--- src/rtl/periph_bus_initiator.sv ---
// Burst initiator: turns one command into 1..256 single-word beats on a native
// valid/ready memory bus, with a per-beat timeout and read/write data streams.
module periph_bus_initiator #(
  parameter int unsigned TIMEOUT_CYCLES = 255
) (
  input  logic        sys_clk,
  input  logic        rst,
  input  logic        cmd_valid,
  output logic        cmd_ready,
  input  logic        cmd_write,
  input  logic [31:0] cmd_addr,
  input  logic [7:0]  cmd_len,
  input  logic        wr_valid,
  output logic        wr_ready,
  input  logic [31:0] wr_data,
  input  logic [3:0]  wr_strb,
  output logic        rsp_valid,
  input  logic        rsp_ready,
  output logic [31:0] rsp_data,
  output logic        done,
  output logic        err,
  output logic        mem_valid,
  output logic [31:0] mem_addr,
  output logic [31:0] mem_wdata,
  output logic [3:0]  mem_wstrb,
  input  logic        mem_ready,
  input  logic [31:0] mem_rdata,
  output logic [2:0]  state_dbg
);

  // Every stream transfers on a cycle where valid && ready are both sampled 1;
  // a producer holds valid and its payload stable until that cycle.

  typedef enum logic [2:0] {
    ST_IDLE = 3'd0,
    ST_GETW = 3'd1,
    ST_BUS  = 3'd2,
    ST_RESP = 3'd3,
    ST_DONE = 3'd4
  } state_t;

  localparam logic [15:0] TMO_LIMIT = 16'(TIMEOUT_CYCLES);

  state_t      state, state_next;
  logic [31:0] addr_q;
  logic [7:0]  beats_q;
  logic        write_q;
  logic        last_q;
  logic        err_q;
  logic [15:0] tmo_cnt;
  logic [31:0] wdata_q;
  logic [3:0]  wstrb_q;
  logic [31:0] rdata_q;
  logic        cmd_fire;
  logic        tmo_hit;

  logic unused_addr_lsbs;
  assign unused_addr_lsbs = ^cmd_addr[1:0];

  assign cmd_ready = (state == ST_IDLE) && !rst;
  assign cmd_fire  = cmd_valid && cmd_ready;
  assign tmo_hit   = (state == ST_BUS) && !mem_ready && (tmo_cnt == TMO_LIMIT);

  assign wr_ready  = (state == ST_GETW);
  assign mem_valid = (state == ST_BUS);
  assign rsp_valid = (state == ST_RESP);
  assign done      = (state == ST_DONE);
  assign err       = (state == ST_DONE) && err_q;
  assign mem_addr  = addr_q;
  assign mem_wdata = wdata_q;
  assign mem_wstrb = wstrb_q;
  assign rsp_data  = rdata_q;
  assign state_dbg = state;

  always_comb begin
    state_next = state;
    case (state)
      ST_IDLE: if (cmd_fire) state_next = cmd_write ? ST_GETW : ST_BUS;
      ST_GETW: if (wr_valid) state_next = ST_BUS;
      ST_BUS: begin
        if (mem_ready) begin
          if (!write_q)           state_next = ST_RESP;
          else if (beats_q == '0) state_next = ST_DONE;
          else                    state_next = ST_GETW;
        end else if (tmo_hit) begin
          state_next = ST_DONE;
        end
      end
      ST_RESP: if (rsp_ready) state_next = last_q ? ST_DONE : ST_BUS;
      ST_DONE: state_next = ST_IDLE;
      default: state_next = ST_IDLE;
    endcase
  end

  always_ff @(posedge sys_clk) begin
    if (rst) begin
      state   <= ST_IDLE;
      addr_q  <= '0;
      beats_q <= '0;
      write_q <= 1'b0;
      last_q  <= 1'b0;
      err_q   <= 1'b0;
      tmo_cnt <= '0;
      wdata_q <= '0;
      wstrb_q <= '0;
      rdata_q <= '0;
    end else begin
      state <= state_next;
      if (cmd_fire) begin
        addr_q  <= {cmd_addr[31:2], 2'b00};
        beats_q <= cmd_len;
        write_q <= cmd_write;
        last_q  <= 1'b0;
        err_q   <= 1'b0;
        // Reads never carry byte enables onto the bus.
        if (!cmd_write) wstrb_q <= '0;
      end
      if ((state == ST_GETW) && wr_valid) begin
        wdata_q <= wr_data;
        wstrb_q <= wr_strb;
      end
      if (state == ST_BUS) begin
        if (mem_ready) begin
          addr_q <= addr_q + 32'd4;
          last_q <= (beats_q == '0);
          if (beats_q != '0) beats_q <= beats_q - 8'd1;
          if (!write_q) rdata_q <= mem_rdata;
        end else if (tmo_hit) begin
          err_q <= 1'b1;
        end else begin
          tmo_cnt <= tmo_cnt + 16'd1;
        end
      end else begin
        // Cleared outside BUS so every beat starts its wait count at zero.
        tmo_cnt <= '0;
      end
    end
  end

endmodule

--- config.mk ---
export PLATFORM = sky130hd
export DESIGN_NAME = periph_bus_initiator
export DESIGN_NICKNAME = d
export VERILOG_FILES = /design/src/rtl/periph_bus_initiator.sv
export SDC_FILE = /design/constraint.sdc
export NUM_CORES = 1
export LEC_CHECK = 0
export ABC_AREA = 1
export CORE_ASPECT_RATIO = 2
export CORE_UTILIZATION = 47
export CTS_BUF_LIST = sky130_fd_sc_hd__clkbuf_8
export DETAILED_ROUTE_END_ITERATION = 7
export HOLD_SLACK_MARGIN = 0.1
export PLACE_DENSITY = 0.83
export SLEW_MARGIN = 5
export SYNTH_ARGS = -nofsm -noshare
export SYNTH_HDL_FRONTEND = slang
export SYNTH_SLANG_ARGS = --single-unit
--- constraint.sdc ---
create_clock -name sys_clk -period 2 [get_ports sys_clk]
set_input_delay 0.2 -clock sys_clk [delete_from_list [all_inputs] [get_ports sys_clk]]
set_output_delay 0.2 -clock sys_clk [all_outputs]
set_load 0.01 [all_outputs]
==> results.ini, run 1 <==
[run_status]
status = complete, but fails checks
violations = DRC

[setup_path]
worstSetupPathType = reg2out
max_stage_delay_ps = 610
critPathSlowestCell = clkdlybuf4s50_1
start_kind = flip-flop
path_cells = inv_2, nor3_4, clkdlybuf4s50_1
r2r_slack_ps = 200
cp_max_fo = 4
end_kind = output pin
critPathRequiredTime_ps = 1800
ff2ff_path_depth = 9
reg2reg_to = tmo_cnt[0]
r2r_start = tmo_cnt[1]
cp.arrival_ps = 1730

[sta]
maxSlewViolCount = 0
post-route-period-util_pct = 96.7
slew_headroom_pct = 65.7
setup-violations-final = 0
totalNegativeSetupSlack_ps = 0
final.setup_skew_ps = 13.5
fin_crit_ps = 1930
grt_setup_unrepaired = no
hold_viol = 0
whs_ps = 320
max_freq_mhz = 517
worstMarginPinSlew_ps = 511

[clocking]
cts_tree = done
post-cts-setup-buffer-count = 0
cts.sinks = 130
htreeDepth = 4
cts_buffers = 17
hold_buffers = 0
ctsLongestPathBuffers = 2
clock-root-buffer = clkbuf_8
clk_pin_slew_ps = 80
clk_latency_ps = 440

[synthesis]
synth_edf_count = 0
synth.most_common_cell = nor2_1
syn-num-nets = 1053
yosysTopAreaCell = dfxtp_1
ys_seq_area_share_pct = 40.9
synthCells = 935
syn-cell-area_mm2 = 0.00636
netlist.area_leader.share_pct = 40.9
synth-async-reset-ratio_pct = 0
synth.avg_cell_area_um2 = 6.80
ys_top_cells_by_area = dfxtp_1 (41%), nor2_1 (11%), nand2_1 (11%), o21ai_0 (8.1%), a21oi_1 (5.9%)
ys.flop_type = dfxtp_1
ys_top_cells_by_count = nor2_1 (186), nand2_1 (179), dfxtp_1 (130)
ys_warn_count = 0
ys_ff_latch = 130
synth.distinct_cells = 41

[die]
coreArea_mm2 = 0.0131
die_area_mm2 = 0.0140
rows = 59
fp.dieH_um = 167
die_w_um = 84.3
start_util_pct = 48.7
io-pin-count = 224

[power_and_ir_drop]
power_density_mw_per_mm2 = 1030
switchingPower_uw = 3510
p_leak_uw = 0.00353
power_frac_comb_pct = 40.0
vdd_ir_drop_max_v = 0.000730
intPower_uw = 5980
power.share.switching_pct = 37.0
seq_power_share_pct = 37.6
pwr-share-clk_pct = 22.4

[global_routing]
grt_pass1_vias = 6726
antenna_found_initial = 1
grt_overflow = 0
grt_pass1_wl_mm = 32.3
grt.total_usage_pct = 29.3
grt_max_degree = 45

[routing]
viasPerCell = 5.17
vias = 6857
drc = 22
firstDrtPassIters = 8
wl_mm = 20.2
wl_per_cell_um = 15.3
antenna_left = 0
drt-initial-drc-count = 284

[hold_path]
worstHoldStart = wr_strb[3]
hp-class = in2reg
min_to = mem_wstrb[3]
hold_depth = 3

[finish]
synthToLayoutAreaGrowth_pct = 44.8
final_cell_area_mm2 = 0.00921
drive_gt1_share_pct = 7.76
fin_nets = 1278

[placed_design]
placed_area_mm2 = 0.00881
place.gp.congestion = 0.918
dp_hpwl_mm = 15.3
numPortBuffers = 221

[run]
max_cap_violations = 0

flip-flops by register name (all words and copies together), names as in the netlist:
name       cells
beats_q        8
mem_wstrb      4
state_dbg      3
write_q        1
mem_wdata     32
rsp_data      32
tmo_cnt       16
err_q          1
mem_addr      32
last_q         1
cells in the final DEF, fill, tap and decap left out, drive strengths merged, types with 5 or more instances in the layout:
master,synthesis,layout
xnor2,5,5
clkinvlp,0,5
buf,25,27
o21ai,113,113
dfxtp,130,130
clkinv,0,5
xor2,16,16
clkdlybuf4s50,0,218
nand4,9,9
nor2,193,193
clkbuf,17,19
nand2,184,184
inv,79,81
nand3,48,48
nor3,20,20
a21oi,75,75
power groups by stage:
stage               combinational (µW)  sequential, µW  clock [µW]
floorplan                         1870            3730           0
global placement                  3730            3590           0
detailed placement                3780            3600           0
CTS                               3810            3560        2160
global route                      4180            3630        2260
finish                            3790            3570        2120
cells by family after synthesis:
kind of cell | after synthesis | synth area share (%)
DFF | 130 | 40.9
adders and majority gates | 3 | 0.590
and+or+nand+nor | 460 | 30.7
AOI/OAI and AO/OA | 200 | 16.1
xor gates and xnor gates | 21 | 2.89
buffers and inverters | 121 | 8.74
metal layers:
metal / routed length [µm] / share of wire (%) / track usage, % / vias up
met5: 0 / 0 / 0 / -
met3: 1240 / 6.1 / 7.33 / 62
met1: 6940 / 34 / 27.2 / 3074
li1: - / - / - / 3468
met4: 970 / 4.8 / 16.0 / 0
met2: 11100 / 55 / 56.7 / 253
area by class of cell:
| type | count | area, µm² |
|---|---|---|
| antenna | 1 | 2.50 |
| clock buffer | 19 | 262 |
| clock inverter | 13 | 113 |
| fill | 1074 | 3860 |
| inverter | 79 | 297 |
| multi-input combinational | 684 | 3220 |
| sequential | 130 | 2610 |
| tap | 152 | 190 |
| timing repair buffer | 248 | 2510 |
critical path, delay by kind of cell (launching register included):
kind | cells | cell delay (ps)
buf+inv | 2 | 710
flops | 1 | 380
simple gates | 1 | 210
through the flow:
stage / util [%] / std cells / power, µW / worst slack [ps]
2_1_floorplan: - / 935 / 5600 / 336
3_3_place_gp: 67.4 / 1293 / 7310 / 188
3_5_place_dp: 67.4 / 1293 / 7380 / 166
4_1_cts: 70.3 / 1325 / 9520 / -26.7
5_1_grt: 70.5 / 1326 / 10100 / 2.32
6_report: 70.5 / 1326 / 9490 / 65.3
worst max-delay path by stage:
stage / startpoint / endpoint / cells past startpoint
6_report: state_dbg[0] / wr_ready / 3
5_1_grt: state_dbg[0] / wr_ready / 3
2_1_floorplan: mem_addr[2] / mem_addr[22] / 8
4_1_cts: state_dbg[1] / mem_valid / 3
3_3_place_gp: mem_ready / rsp_data[16] / 8
3_5_place_dp: mem_ready / rsp_data[15] / 8
repair_timing:
action	CTS	global route
hold endpoints to repair	0	0
endpoints found under the setup margin	5	5
resized for setup	6	6
No activity file was read; power rests on OpenSTA's default activity.
==> run 2: changes to the inputs <==
- CORE_MARGIN: default -> 2
- SKIP_LAST_GASP: default -> 1
==> results.ini, run 2 (synthesis gave the netlist of run 1 again) <==
[clocking]
cts.sinks = 130  ; unchanged
clk_pin_slew_ps = 70  ; about the same
clock-root-buffer = clkbuf_8
cts_buffers = 17  ; unchanged
htreeDepth = 4  ; unchanged
clk_latency_ps = 440  ; about the same
post-cts-setup-buffer-count = 0  ; unchanged
ctsLongestPathBuffers = 2  ; unchanged
cts_tree = done

[sta]
setup-violations-final = 0  ; unchanged
fin_crit_ps = 1910  ; -27.8 ps
max_freq_mhz = 524  ; +1.5%
maxSlewViolCount = 0  ; unchanged
worstMarginPinSlew_ps = 498  ; -13.6 ps
grt_setup_unrepaired = no
final.setup_skew_ps = 15.6  ; +2.07 ps
hold_viol = 0  ; unchanged
finalWorstSetupSlack_ps = 93.1  ; +27.8 ps
post-route-period-util_pct = 95.3  ; -1.4 points
whs_ps = 320  ; -0.110 ps
slew_headroom_pct = 66.8  ; +1.1 points

[die]
start_util_pct = 47.6  ; -1.1 points
io-pin-count = 224  ; unchanged
die_w_um = 86.3  ; +2.4%
die_area_mm2 = 0.0145  ; +3.6%
coreArea_mm2 = 0.0134  ; +2.3%
rows = 60  ; +1.7%
fp.dieH_um = 169  ; +1.2%

[routing]
wl_mm = 20.5  ; +1.2%
drt-initial-drc-count = 329  ; +16%
antenna_left = 0  ; unchanged
drc = 0  ; -100%
viasPerCell = 5.26  ; +1.8%
vias = 6965  ; +1.6%
firstDrtPassIters = 5  ; -3
wl_per_cell_um = 15.5  ; +1.4%

[finish]
synthToLayoutAreaGrowth_pct = 44.7
fin_nets = 1273  ; -0.39%
n_antenna_cell = 0  ; -1
multi_input_area_mm2 = 0.00323  ; +0.12%
layout_commonest_cell = clkdlybuf4s50_1
layout_common_cells = clkdlybuf4s50_1 (217), nor2_1 (185), nand2_1 (179)
drive_gt1_share_pct = 7.45  ; -0.31 points
final_util_pct = 68.8  ; -1.6 points
nFillCells = 1109  ; +3.3%
seq_area_mm2 = 0.00261  ; about the same

[power_and_ir_drop]
p_leak_uw = 0.00352  ; -0.22%
vdd_ir_drop_max_v = 0.000877  ; +20%
p_total_uw = 9620  ; +1.3%
power_density_mw_per_mm2 = 1050  ; +1.4%

[setup_path]
r2r_slack_ps = 180  ; -20 ps
r2r_start = mem_addr[2]
worstSetupEndpoint = mem_valid
critPathSlowestCell = clkdlybuf4s50_1
cpMostUsedCell = inv_1
start_kind = flip-flop
reg2reg_to = mem_addr[22]
cp_max_fo = 5  ; +1
startpoint = state_dbg[2]
ff2ff_path_depth = 8  ; -1
worstSetupPathType = reg2out
critPathRequiredTime_ps = 1800  ; about the same
end_kind = output pin
path_cells = inv_1, nand3_4, inv_1, clkdlybuf4s50_1
cp.arrival_ps = 1710  ; -20 ps
max_stage_delay_ps = 530  ; -80 ps

[run_status]
status = finished clean

[global_routing]
grt_pass1_vias = 6740  ; +0.21%
grt_overflow = 0  ; unchanged
grt.total_usage_pct = 28.0  ; -1.4 points
grt_pass1_wl_mm = 32.1  ; -0.71%
grt_max_degree = 67  ; +49%
antenna_found_initial = 0  ; -1

[hold_path]
hp-class = in2reg
worstHoldStart = wr_strb[2]

[run]
max_cap_violations = 0  ; unchanged

[placed_design]
preCtsSetupSlack_ps = 119  ; -47.1 ps
dp_hpwl_mm = 15.3  ; about the same
place.gp.congestion = 0.963  ; +4.9%
numPortBuffers = 221  ; unchanged

## run 2: changes by cell type in the layout (fill, tap and decap cells not counted), sizes merged
cell / change
clkinv: +1
buf: -5
clkdlybuf4s50: -1
dlygate4sd2: +1
diode: -1
clkinvlp: -2
bufinv: +1
## run 2: metal layers
layer	part of all wire [%]	vias up	global-route usage (%)
met3	6.3	71	7.95
li1	-	3462	-
met1	34	3126	26.5
met5	0	-	0
met4	5.1	0	14.7
met2	54	306	52.5
## run 2: stage by stage
step,cell area (µm²),setup TNS (ps),instances
finish,9200,0,1323
floorplan,6360,0,935
global placement,8770,0,1291
detailed placement,8770,0,1291
global route,9200,0,1323
CTS,9180,-3.97,1323
## run 2: cell type report
class,instances,share of cell area (%)
clock buffer,19,2.84
clock inverter,13,1.51
inverter,79,3.22
multi-input combinational,684,35.1
sequential,130,28.3
tap,155,2.11
timing repair buffer,243,26.9
## run 2: worst max-delay path, delay by kind of cell, from the launching register on
kind,cells,cell delay [ps]
simple gates,1,170
buf+inv,3,770
flops,1,340
## run 2: what timing repair did
item	CTS	global route
endpoints found under the setup margin	4	8
pin swaps	0	1
resized for setup	6	7
hold buffers	0	0
## run 2: power breakdown
group	leakage, µW	internal [µW]	switching (µW)	total (µW)
clock	0.000200	1170	1080	2250
combinational	0.00227	1820	1950	3780
sequential	0.00106	3100	489	3590
total	0.00352	6090	3530	9620
## run 2: worst min-delay path by stage
stage	end	slack, ps	cells past startpoint
2_1_floorplan	mem_wstrb[0]	350	2
3_3_place_gp	beats_q[0]	450	1
3_5_place_dp	beats_q[0]	450	1
4_1_cts	mem_wstrb[2]	300	3
5_1_grt	mem_wstrb[3]	330	3
6_report	mem_wstrb[2]	320	3
==> run 3: changes to the inputs <==
- PLACE_DENSITY: 0.83 -> 0.84
==> results.ini, run 3 (synthesis gave the netlist of run 1 again) <==
[finish]
synthToLayoutAreaGrowth_pct = 44.1
drive_gt1_share_pct = 7.44  ; -0.013 points
n_antenna_cell = 0  ; unchanged
fin_nets = 1275  ; +0.16%
layout_common_cells = clkdlybuf4s50_1 (217), nor2_1 (186), nand2_1 (179)
layout_commonest_cell = clkdlybuf4s50_1

[setup_path]
start_kind = flip-flop
startpoint = state_dbg[0]
cp.arrival_ps = 1740  ; +30 ps
end_kind = output pin
critPathRequiredTime_ps = 1800  ; about the same
r2r_start = tmo_cnt[0]
reg2reg_to = tmo_cnt[11]
r2r_slack_ps = 160  ; -20 ps
ff2ff_path_depth = 9  ; +1
cp_max_fo = 5  ; unchanged
worstSetupPathType = reg2out
worstSetupEndpoint = mem_valid

[power_and_ir_drop]
intPower_uw = 5990  ; -1.6%
pwr-share-clk_pct = 22.9  ; -0.5 points
p_total_uw = 9530  ; -0.91%
switchingPower_uw = 3540  ; +0.36%
vdd_ir_drop_max_v = 0.000679  ; -23%
seq_power_share_pct = 37.5  ; +0.2 points
p_leak_uw = 0.00352  ; about the same
power.share.switching_pct = 37.1  ; +0.47 points
power_frac_comb_pct = 39.6  ; +0.3 points
power_density_mw_per_mm2 = 1040  ; -0.56%

[placed_design]
numPortBuffers = 221  ; unchanged
place.gp.congestion = 0.978  ; +1.6%
preCtsSetupSlack_ps = 153  ; +34.7 ps
dp_hpwl_mm = 14.9  ; -2.2%

[sta]
post-route-period-util_pct = 97.0  ; +1.7 points
max_freq_mhz = 515  ; -1.7%
fin_crit_ps = 1940  ; +33.2 ps
grt_setup_unrepaired = yes
whs_ps = 310  ; -9.97 ps
hold_viol = 0  ; unchanged
maxSlewViolCount = 0  ; unchanged
totalNegativeSetupSlack_ps = 0  ; unchanged
worstMarginPinSlew_ps = 563  ; +65.9 ps
slew_headroom_pct = 62.1  ; -4.6 points
setup-violations-final = 0  ; unchanged
final.setup_skew_ps = 30.0  ; +14.4 ps
finalWorstSetupSlack_ps = 59.9  ; -33.2 ps

[die]
start_util_pct = 47.6  ; unchanged
io-pin-count = 224  ; unchanged
rows = 60  ; unchanged
fp.dieH_um = 169  ; unchanged
die_area_mm2 = 0.0145  ; unchanged
die_w_um = 86.3  ; unchanged
coreArea_mm2 = 0.0134  ; unchanged

[routing]
firstDrtPassIters = 5  ; unchanged
wl_mm = 19.9  ; -2.8%
vias = 6865  ; -1.4%
wl_per_cell_um = 15.0  ; -2.9%
viasPerCell = 5.18  ; -1.6%
drt-initial-drc-count = 285  ; -13%
drc = 0  ; unchanged
antenna_left = 0  ; unchanged

[clocking]
hold_buffers = 0  ; unchanged
post-cts-setup-buffer-count = 0  ; unchanged
htreeDepth = 4  ; unchanged
clock-root-buffer = clkbuf_8
clk_pin_slew_ps = 80  ; about the same
ctsResizeCount = 4  ; -2
cts_tree = done
cts.sinks = 130  ; unchanged
clk_latency_ps = 460  ; +20 ps
cts_buffers = 17  ; unchanged
ctsLongestPathBuffers = 2  ; unchanged

[global_routing]
grt.total_usage_pct = 27.5  ; -0.41 points
grt_pass1_wl_mm = 31.6  ; -1.3%
grt_max_degree = 56  ; -16%
grt_pass1_vias = 6670  ; -1.0%
antenna_found_initial = 0  ; unchanged
grt_overflow = 0  ; unchanged

[run_status]
status = finished clean

[hold_path]
hp-class = in2reg

[run]
max_cap_violations = 0  ; unchanged

[run 3: changes by cell type in the layout (fill, tap and decap cells not counted), moves of 2 or more]
cell	previous run	this run
clkinv_4	5	2
dfxtp_2	2	0
buf_12	8	6
inv_6	0	6
buf_4	14	18
dfxtp_4	0	2
[run 3: worst min-delay path by stage]
stage                               to  depth (start not counted)        start
after global routing      mem_wstrb[1]                          3   wr_strb[1]
after floorplan           mem_wstrb[0]                          2   wr_strb[0]
after detailed placement   mem_addr[0]                          2  mem_addr[0]
final                     mem_wstrb[0]                          3   wr_strb[0]
after CTS                 mem_wstrb[0]                          3   wr_strb[0]
after global placement      beats_q[0]                          1   beats_q[0]
[run 3: power groups by stage]
| stage | sequential [µW] | combinational (µW) | clock (µW) |
|---|---|---|---|
| global placement | 3590 | 3690 | 0 |
| finish | 3570 | 3770 | 2190 |
| floorplan | 3730 | 1870 | 0 |
| global route | 3640 | 4180 | 2320 |
| detailed placement | 3610 | 3770 | 0 |
| CTS | 3550 | 3790 | 2230 |
[run 3: metal layers]
layer / up-vias / wire length (µm) / global-route usage [%]
li1: 3465 / - / -
met1: 3084 / 6850 / 26.7
met2: 251 / 10700 / 50.6
met3: 65 / 1370 / 7.65
met4: 0 / 990 / 16.0
met5: - / 0 / 0
[run 3: final cells by class]
type / instances / area (µm²)
clock buffers: 19 / 262
clock inverters: 13 / 124
fillers: 1108 / 4200
inverters: 79 / 297
multi-input cells: 684 / 3210
flip-flops and latches: 130 / 2610
well taps: 155 / 194
repair buffers: 245 / 2470
[run 3: worst max-delay path: stages (launching register included)]
cell and delay, ps:
dfxtp_1 340, inv_1 180, nand3_4 170, inv_1 80, clkdlybuf4s50_1 530
[run 3: per-stage QoR]
| step | instance area [µm²] | instances | utilization (%) |
|---|---|---|---|
| after CTS | 9150 | 1325 | 68.5 |
| after floorplan | 6360 | 935 | - |
| after global placement | 8760 | 1293 | 65.6 |
| after global routing | 9170 | 1325 | 68.6 |
| final | 9170 | 1325 | 68.6 |
| after detailed placement | 8760 | 1293 | 65.6 |
